`config.mk`:
```
export PLATFORM = sky130hd
export DESIGN_NAME = pwm_breathe_ctrl
export DESIGN_NICKNAME = d
export VERILOG_FILES = /design/src/rtl/pwm_breathe_pkg.sv /design/src/rtl/pwm_breathe_ctrl_compare.sv /design/src/rtl/pwm_breathe_ctrl.sv
export SDC_FILE = /design/constraint.sdc
export NUM_CORES = 1
export LEC_CHECK = 0
export BUFFER_PORTS_ARGS = -buffer_cell sky130_fd_sc_hd__buf_2
export CORE_ASPECT_RATIO = 0.75
export CORE_MARGIN = 4
export CORE_UTILIZATION = 29
export CTS_BUF_LIST = sky130_fd_sc_hd__clkbuf_8
export CTS_CLUSTER_DIAMETER = 120
export CTS_CLUSTER_SIZE = 25
export DETAILED_ROUTE_END_ITERATION = 10
export SETUP_SLACK_MARGIN = 0.5
export SYNTH_ARGS = -nofsm -noshare
export SYNTH_HDL_FRONTEND = slang
export SYNTH_SLANG_ARGS = --single-unit
```
`constraint.sdc`:
```
create_clock -name clk -period 3.6 [get_ports clk]
set_clock_uncertainty 0.1 [all_clocks]
set_input_delay 0.54 -clock clk [delete_from_list [all_inputs] [get_ports clk]]
set_output_delay 0.54 -clock clk [all_outputs]
set_load 0.1 [all_outputs]
```
`src/rtl/pwm_breathe_pkg.sv`:
```
// Shared definitions for the breathing-LED PWM controller: phase codes,
// internal state type and parameter defaults.
package pwm_breathe_pkg;

   localparam int unsigned DEF_N            = 16;
   localparam int unsigned DEF_STEP         = 4096;
   localparam int unsigned DEF_MAX_DUTY     = 65535;
   localparam int unsigned DEF_HOLD_PERIODS = 4;

   localparam logic [1:0] PH_IDLE    = 2'd0;
   localparam logic [1:0] PH_RISE    = 2'd1;
   localparam logic [1:0] PH_HOLD_HI = 2'd2;
   localparam logic [1:0] PH_FALL    = 2'd3;

   typedef enum logic [2:0] {
      ST_IDLE,
      ST_RISE,
      ST_HOLD_HI,
      ST_FALL,
      ST_HOLD_LO
   } state_e;

   // HOLD_LO is externally indistinguishable from IDLE on the phase port.
   function automatic logic [1:0] state_to_phase(input state_e s);
      logic [1:0] ph;
      ph = PH_IDLE;
      case (s)
         ST_RISE:    ph = PH_RISE;
         ST_HOLD_HI: ph = PH_HOLD_HI;
         ST_FALL:    ph = PH_FALL;
         default:    ph = PH_IDLE;
      endcase
      return ph;
   endfunction

endpackage

```
`src/rtl/pwm_breathe_ctrl_compare.sv`:
```
// Registered N-bit comparator producing the PWM drive, gated by enable.
module pwm_compare #(
   parameter int unsigned N = 16
) (
   input  logic         clk,
   input  logic         rst_n,
   input  logic         en,
   input  logic [N-1:0] q_in,
   input  logic [N-1:0] duty,
   output logic         pwm_out
);

   logic pwm_d;
   logic pwm_q;

   always_comb begin
      pwm_d = en && (q_in < duty);
   end

   always_ff @(posedge clk or negedge rst_n) begin
      if (!rst_n) begin
         pwm_q <= 1'b0;
      end else begin
         pwm_q <= pwm_d;
      end
   end

   assign pwm_out = pwm_q;

endmodule

```
`src/rtl/pwm_breathe_ctrl.sv`:
```
// Breathing-LED controller: steps a duty register through rise / hold-high /
// fall / hold-low on each counter rollover and drives a registered PWM output.
module pwm_breathe_ctrl
   import pwm_breathe_pkg::*;
#(
   parameter int unsigned N            = DEF_N,
   parameter int unsigned STEP         = DEF_STEP,
   parameter int unsigned MAX_DUTY     = DEF_MAX_DUTY,
   parameter int unsigned HOLD_PERIODS = DEF_HOLD_PERIODS
) (
   input  logic         clk,
   input  logic         rst_n,
   input  logic [N-1:0] q_in,
   input  logic         rollover_in,
   input  logic         enable,
   output logic         pwm_out,
   output logic [N-1:0] duty,
   output logic [1:0]   phase,
   output logic         cycle_done
);

   localparam logic [N:0] STEP_W    = (N+1)'(STEP);
   localparam logic [N:0] MAX_W     = (N+1)'(MAX_DUTY);
   localparam logic [7:0] HOLD_LAST = 8'(HOLD_PERIODS - 1);

   state_e       state_d, state_q;
   logic [N-1:0] duty_d,  duty_q;
   logic [7:0]   hold_d,  hold_q;
   logic         done_d,  done_q;
   logic [N:0]   sum_w;

   // One extra bit on the sum so saturation is detected before any wrap.
   always_comb begin
      state_d = state_q;
      duty_d  = duty_q;
      hold_d  = hold_q;
      done_d  = 1'b0;
      sum_w   = {1'b0, duty_q} + STEP_W;

      if (!enable) begin
         state_d = ST_IDLE;
         duty_d  = '0;
         hold_d  = '0;
      end else begin
         case (state_q)
            ST_IDLE: begin
               state_d = ST_RISE;
               duty_d  = '0;
               hold_d  = '0;
            end
            ST_RISE: begin
               if (rollover_in) begin
                  if (sum_w >= MAX_W) begin
                     duty_d  = MAX_W[N-1:0];
                     hold_d  = '0;
                     state_d = ST_HOLD_HI;
                  end else begin
                     duty_d = sum_w[N-1:0];
                  end
               end
            end
            ST_HOLD_HI: begin
               if (rollover_in) begin
                  if (hold_q == HOLD_LAST) begin
                     hold_d  = '0;
                     state_d = ST_FALL;
                  end else begin
                     hold_d = hold_q + 8'd1;
                  end
               end
            end
            ST_FALL: begin
               if (rollover_in) begin
                  if ({1'b0, duty_q} <= STEP_W) begin
                     duty_d  = '0;
                     hold_d  = '0;
                     state_d = ST_HOLD_LO;
                  end else begin
                     duty_d = duty_q - STEP_W[N-1:0];
                  end
               end
            end
            ST_HOLD_LO: begin
               if (rollover_in) begin
                  if (hold_q == HOLD_LAST) begin
                     hold_d  = '0;
                     state_d = ST_RISE;
                     done_d  = 1'b1;
                  end else begin
                     hold_d = hold_q + 8'd1;
                  end
               end
            end
            default: begin
               state_d = ST_IDLE;
               duty_d  = '0;
               hold_d  = '0;
            end
         endcase
      end
   end

   always_ff @(posedge clk or negedge rst_n) begin
      if (!rst_n) begin
         state_q <= ST_IDLE;
         duty_q  <= '0;
         hold_q  <= '0;
         done_q  <= 1'b0;
      end else begin
         state_q <= state_d;
         duty_q  <= duty_d;
         hold_q  <= hold_d;
         done_q  <= done_d;
      end
   end

   // Compares against the pre-update duty, so a step lands at the next q_in=0.
   pwm_compare #(
      .N(N)
   ) u_compare (
      .clk     (clk),
      .rst_n   (rst_n),
      .en      (enable),
      .q_in    (q_in),
      .duty    (duty_q),
      .pwm_out (pwm_out)
   );

   assign duty       = duty_q;
   assign phase      = state_to_phase(state_q);
   assign cycle_done = done_q;

endmodule

```
; ---- Word-level counts from Yosys, hierarchy flattened
; Index checks and enable logic that the tools add are counted.
[word_totals]
in_bits = 20
word_cells = 61
regBits = 29
out_inout_bits = 20
[classes]
add_sub_neg = 3
mux = 29
n_eq_ne = 15
magnitude_cmp = 3
n_reduce_logical = 6
[op_table]
columns = cell, n
row1 = $mux W16, 5
row2 = $mux W8, 7
row3 = $pmux W16 S3, 1
row4 = $mux W3, 9
row5 = $ne A3 B3 Y1 const B, 9
row6 = $pmux W8 S3, 1
row7 = $add A16 B13 Y17 const B, 1
row8 = $ge A17 B16 Y1 const B, 1
row9 = $le A16 B13 Y1 const B, 1
row10 = $lt A16 B16 Y1, 1
row11 = $sub A16 B13 Y16 const B, 1
row12 = $pmux W3 S5, 1
row13 = $add A8 B1 Y8 const B, 1
row14 = $eq A8 B2 Y1 const B, 1
row15 = $reduce_and A8 Y1, 1
row16 = $eq A3 B2 Y1 const B, 2
row17 = $pmux W2 S3, 1
row18 = $reduce_and A5 Y1, 1
row19 = $mux W1, 4
row20 = $eq A3 B1 Y1 const B, 1
row21 = $eq A3 B3 Y1 const B, 1
row22 = $logic_not A3 Y1, 1
row23 = $reduce_and A3 Y1, 1
row24 = $ne A2 B2 Y1 const B, 1
row25 = other kinds (2), 2

; ---- Longest topological paths before layout
[logic_depth]
word_depth = 6
ltp_mapped = 7
mapped_depth_nobuf = 7

; ---- Modules after synthesis
; From an unflattened synthesis, not the netlist that was laid out.
[unflattened]
hier_cells = 207
area_unflattened_um2 = 1736.7
[modules_own_cells]
columns = mod, n_inst, cells_each, area_each_um2, seq_area_each_um2
row1 = pwm_breathe_ctrl, 1, 154, 1332.5, 425.4
row2 = pwm_compare, 1, 53, 404.1, 25.0

; ---- Worst setup path before layout
; Ideal clock, no wire load.
[synth_path]
kind = flip-flop to flip-flop
from = register duty_q[12] (netlist: duty[12])
to = register hold_q[3]
required_time_ns = 3.376
t_arrival_ns = 2.892
stages_incl_launch_ff = 8
setup_ns = 0.124
synth_period_minus_slack_ns = 3.116
n_path_buf = 0
slack_ns = 0.484
cell_sequence = dfrtp_1 inv_1 ha_1 nor2b_1 o211ai_1 a311oi_4 a22oi_4 a211o_1
[synth_between]
elab_chain_cells = 4
elab_cells_between_ends = 6
classes_between = add/sub (1) / order compare (2) / eq/ne (2) / reduce/logical (1)
[synth_rtl]
columns = item, line
row1 = start: declaration, pwm_breathe_ctrl.sv:27  ; logic [N-1:0] duty_d, duty_q;
row2 = start signal: assignment, pwm_breathe_ctrl.sv:111  ; duty_q <= duty_d;
row3 = $add A16 B13 Y17, pwm_breathe_ctrl.sv:38  ; sum_w = {1'b0, duty_q} + STEP_W;
row4 = $ge A17 B16 Y1, pwm_breathe_ctrl.sv:53  ; if (sum_w >= MAX_W) begin
row5 = $ne A3 B3 Y1 (no source line), -
row6 = $reduce_and A5 Y1 (no source line) *, -
row7 = end signal: assignment, pwm_breathe_ctrl.sv:112  ; hold_q <= hold_d;
row8 = end: declaration, pwm_breathe_ctrl.sv:28  ; logic [7:0] hold_d, hold_q;
; Mark *: on every way between the ends. The rest lies on a longest branch, timed or not.
; A chain may end at the register's enable or synchronous reset.

; ---- Worst setup path in the final report
[layout_path]
from = register duty_q[13] (netlist: duty[13])
to = register hold_q[6]
; Same word-level chain as after synthesis.

==> metrics.txt <==
Post-synth top cells=ha_1 (20), dfrtp_1 (18), nor2_1 (14), buf_4 (12), nand2_1 (12); Die Y=about 76 um; synth-to-layout area growth=10.66%; clock slew at reported path FFs=0.07 ns; crit end category=flip-flop; EDFF count, synth=0; Seq/Total Area, Yosys=24.91%; Starting Density=just over 30%; placement-stage cell area=between 1500 and 2000 sq um; highest net fanout along the worst path=8; Remaining DRCs=0; Setup TNS=0 ns; GRT overflow=0; total number of vias=around 1600; setup violators final=0; H-tree depth=1; worst slew pin tran=about 0.51 ns; final hold vios=0; setup slack after layout=1.058 ns; IO buf count=39; max cap viols=0; worst-path cell chain=inv_1 > ha_1 > nor2b_1 > o211ai_1 > a311oi_4 > a22oi_4 > a211o_1; Peak supply drop=0.0002007 V; clock latency on the worst-skew pair=0.25 ns; Critical-path top delay cell=a311oi_4; Via density=5.196; Final ANT Viol Nets=0; FMAX=393.4 MHz; outcome=completed; vias in the first global route=~1500; fin crit share=a little over two thirds; Critical Path AT=2.58 ns; Post-CTS Resized=0; Synth Cell Area=1808 sq um; initial antenna violation count=0; Clock Tree Buf Depth=2; initial DRC count=114; largest area contributor in the netlist=dfrtp_1; Chip Width=99.18 um; first-pass GRT wire length=7.203 mm; GP Congestion=0.8348; Multi-input gate area=1164 sq um; relative slew slack=65.81%; Pleak=0.9535 nW; end-of-flow core utilization=around a third; Setup Buffers After CTS=0; Avg WL per Cell=13.58 um; post-synth top area share=24.91%; critical path class=reg -> reg; # IOs=40; fin area=between 2000 and 2500 sq um; top cells by area, synth=dfrtp_1 (25%), ha_1 (14%), buf_4 (5.0%), nor2_1 (2.9%), o21ai_0 (2.8%); TritonCTS Buffers=3; Tmin final=2.542 ns; Cells after Synth=203; hold_buf cts=0; Main synth FF type=dfrtp_1; power consumption=~1.0 mW; drt pass-1 iters=4; DP HPWL=roughly 3.2 mm; site row count=24; Req. time, crit path=roughly 3.6 ns; Post-synth ARST share=100.0%; Total Die Area=between 7000 and 8000 sq um; Seq. cell area=about 450 sq um; Slew Viols, Final=0; Unique masters post-synth=52; Sink Count=18; layout cells sized above 1=26.32%; WL final=~4.2 mm; startpoint type of the worst setup path=flip-flop; pwr/cell area=511.8 nW/um^2; Hold Crit Class=in -> async; unrepaired setup endpoints after global routing=no; most numerous cell in the Yosys netlist=ha_1; largest net degree at the start of global routing=21; Syn Nets=243; synthesized area per cell=between 8 and 9 sq um; antenna cells=0; post-place setup slack=1.000 ns; CTS tree=built; register bit total from synthesis=18; overall routing resource usage=11.31%; CORE AREA=5916 sq um; YS warnings=0; Fill cells=604; root buf cell=clkbuf_8; critical path's largest stage delay=0.49 ns; # nets final=269
-- registers in the layout (all words and copies together) (netlist names) --
register           count
hold_q                 8
u_compare.pwm_out      1
state_q                3
duty                   5
cycle_done             1
-- worst paths after layout --
path                                       startpoint                    end  slack (ns)  depth (start not counted)
worst min register to register  hold_q[7]$_DFFE_PN0P_  hold_q[7]$_DFFE_PN0P_        0.47                          1
worst min-delay path                            rst_n  hold_q[2]$_DFFE_PN0P_         0.1                          1
max in group asynchronous                       rst_n   duty[12]$_DFFE_PN0P_        2.99                          1
worst max register to register   duty[13]$_DFFE_PN0P_  hold_q[6]$_DFFE_PN0P_        1.06                          7
worst max-delay path             duty[13]$_DFFE_PN0P_  hold_q[6]$_DFFE_PN0P_        1.06                          7
min in group clk                hold_q[7]$_DFFE_PN0P_  hold_q[7]$_DFFE_PN0P_        0.47                          1
-- cell type report --
cell class / instances / area share (%)
inverter: 10 / 1.876
sequential: 18 / 22.58
timing repair buffer: 39 / 9.756
tap: 78 / 4.878
clock buffer: 4 / 2.752
multi-input combinational: 157 / 58.16
-- where the power goes --
part	switching [mW]	internal [mW]	total [mW]
Combinational	0.396	0.168	0.564
Clock	0.0657	0.0972	0.163
Sequential	0.0696	0.227	0.297
Total	0.532	0.492	1.02
-- layer usage --
metal,vias to the layer above,share of wire [%],global-route usage (%)
li1,803,-,-
met1,741,51,17.56
met2,40,43,15.68
met3,6,4.4,2.745
met4,0,0.99,2.046
met5,-,0,0
-- logic make-up after synthesis --
logic type | after synthesis | share of synthesized area [%]
and+or+nand+nor | 70 | 21.18
AOI/OAI and AO/OA | 62 | 26.51
buffers and inverters | 28 | 10.73
adders and majority gates | 20 | 13.84
DFF | 18 | 24.91
xor gates and xnor gates | 3 | 1.454
muxes | 2 | 1.384
-- critical path: cells and delay by family (launching register included) --
family / cells / cell delay, ns
compound gates: 4 / 1.13
simple gates: 1 / 0.26
flops: 1 / 0.48
buf+inv: 1 / 0.13
fa+ha+maj: 1 / 0.32
-- cells in the final DEF, fill, tap and decap left out, drive strengths merged, types with 3 or more instances in the layout --
| cell type | n |
|---|---|
| and3 | 6 |
| dfrtp | 18 |
| a211oi | 3 |
| nand3 | 7 |
| nor3 | 5 |
| o2111ai | 5 |
| xor2 | 3 |
| a21o | 7 |
| a211o | 5 |
| clkbuf | 4 |
| o211ai | 3 |
| and2 | 3 |
| nand2 | 12 |
| o31ai | 5 |
| buf | 39 |
| o21ai | 10 |
| nor2 | 14 |
| nand2b | 3 |
| nand4 | 6 |
| nor2b | 4 |
| inv | 10 |
| a21oi | 10 |
| ha | 20 |
-- stage by stage --
| stage | hold WS (ns) | std cells |
|---|---|---|
| 3_5_place_dp | 0.3982 | 302 |
| 4_1_cts | 0.1178 | 306 |
| 5_1_grt | 0.1329 | 306 |
| 2_1_floorplan | 0.1444 | 203 |
| 3_3_place_gp | 0.3941 | 302 |
| 6_report | 0.09929 | 306 |
Note: power is estimated with default switching activity, not from simulation.
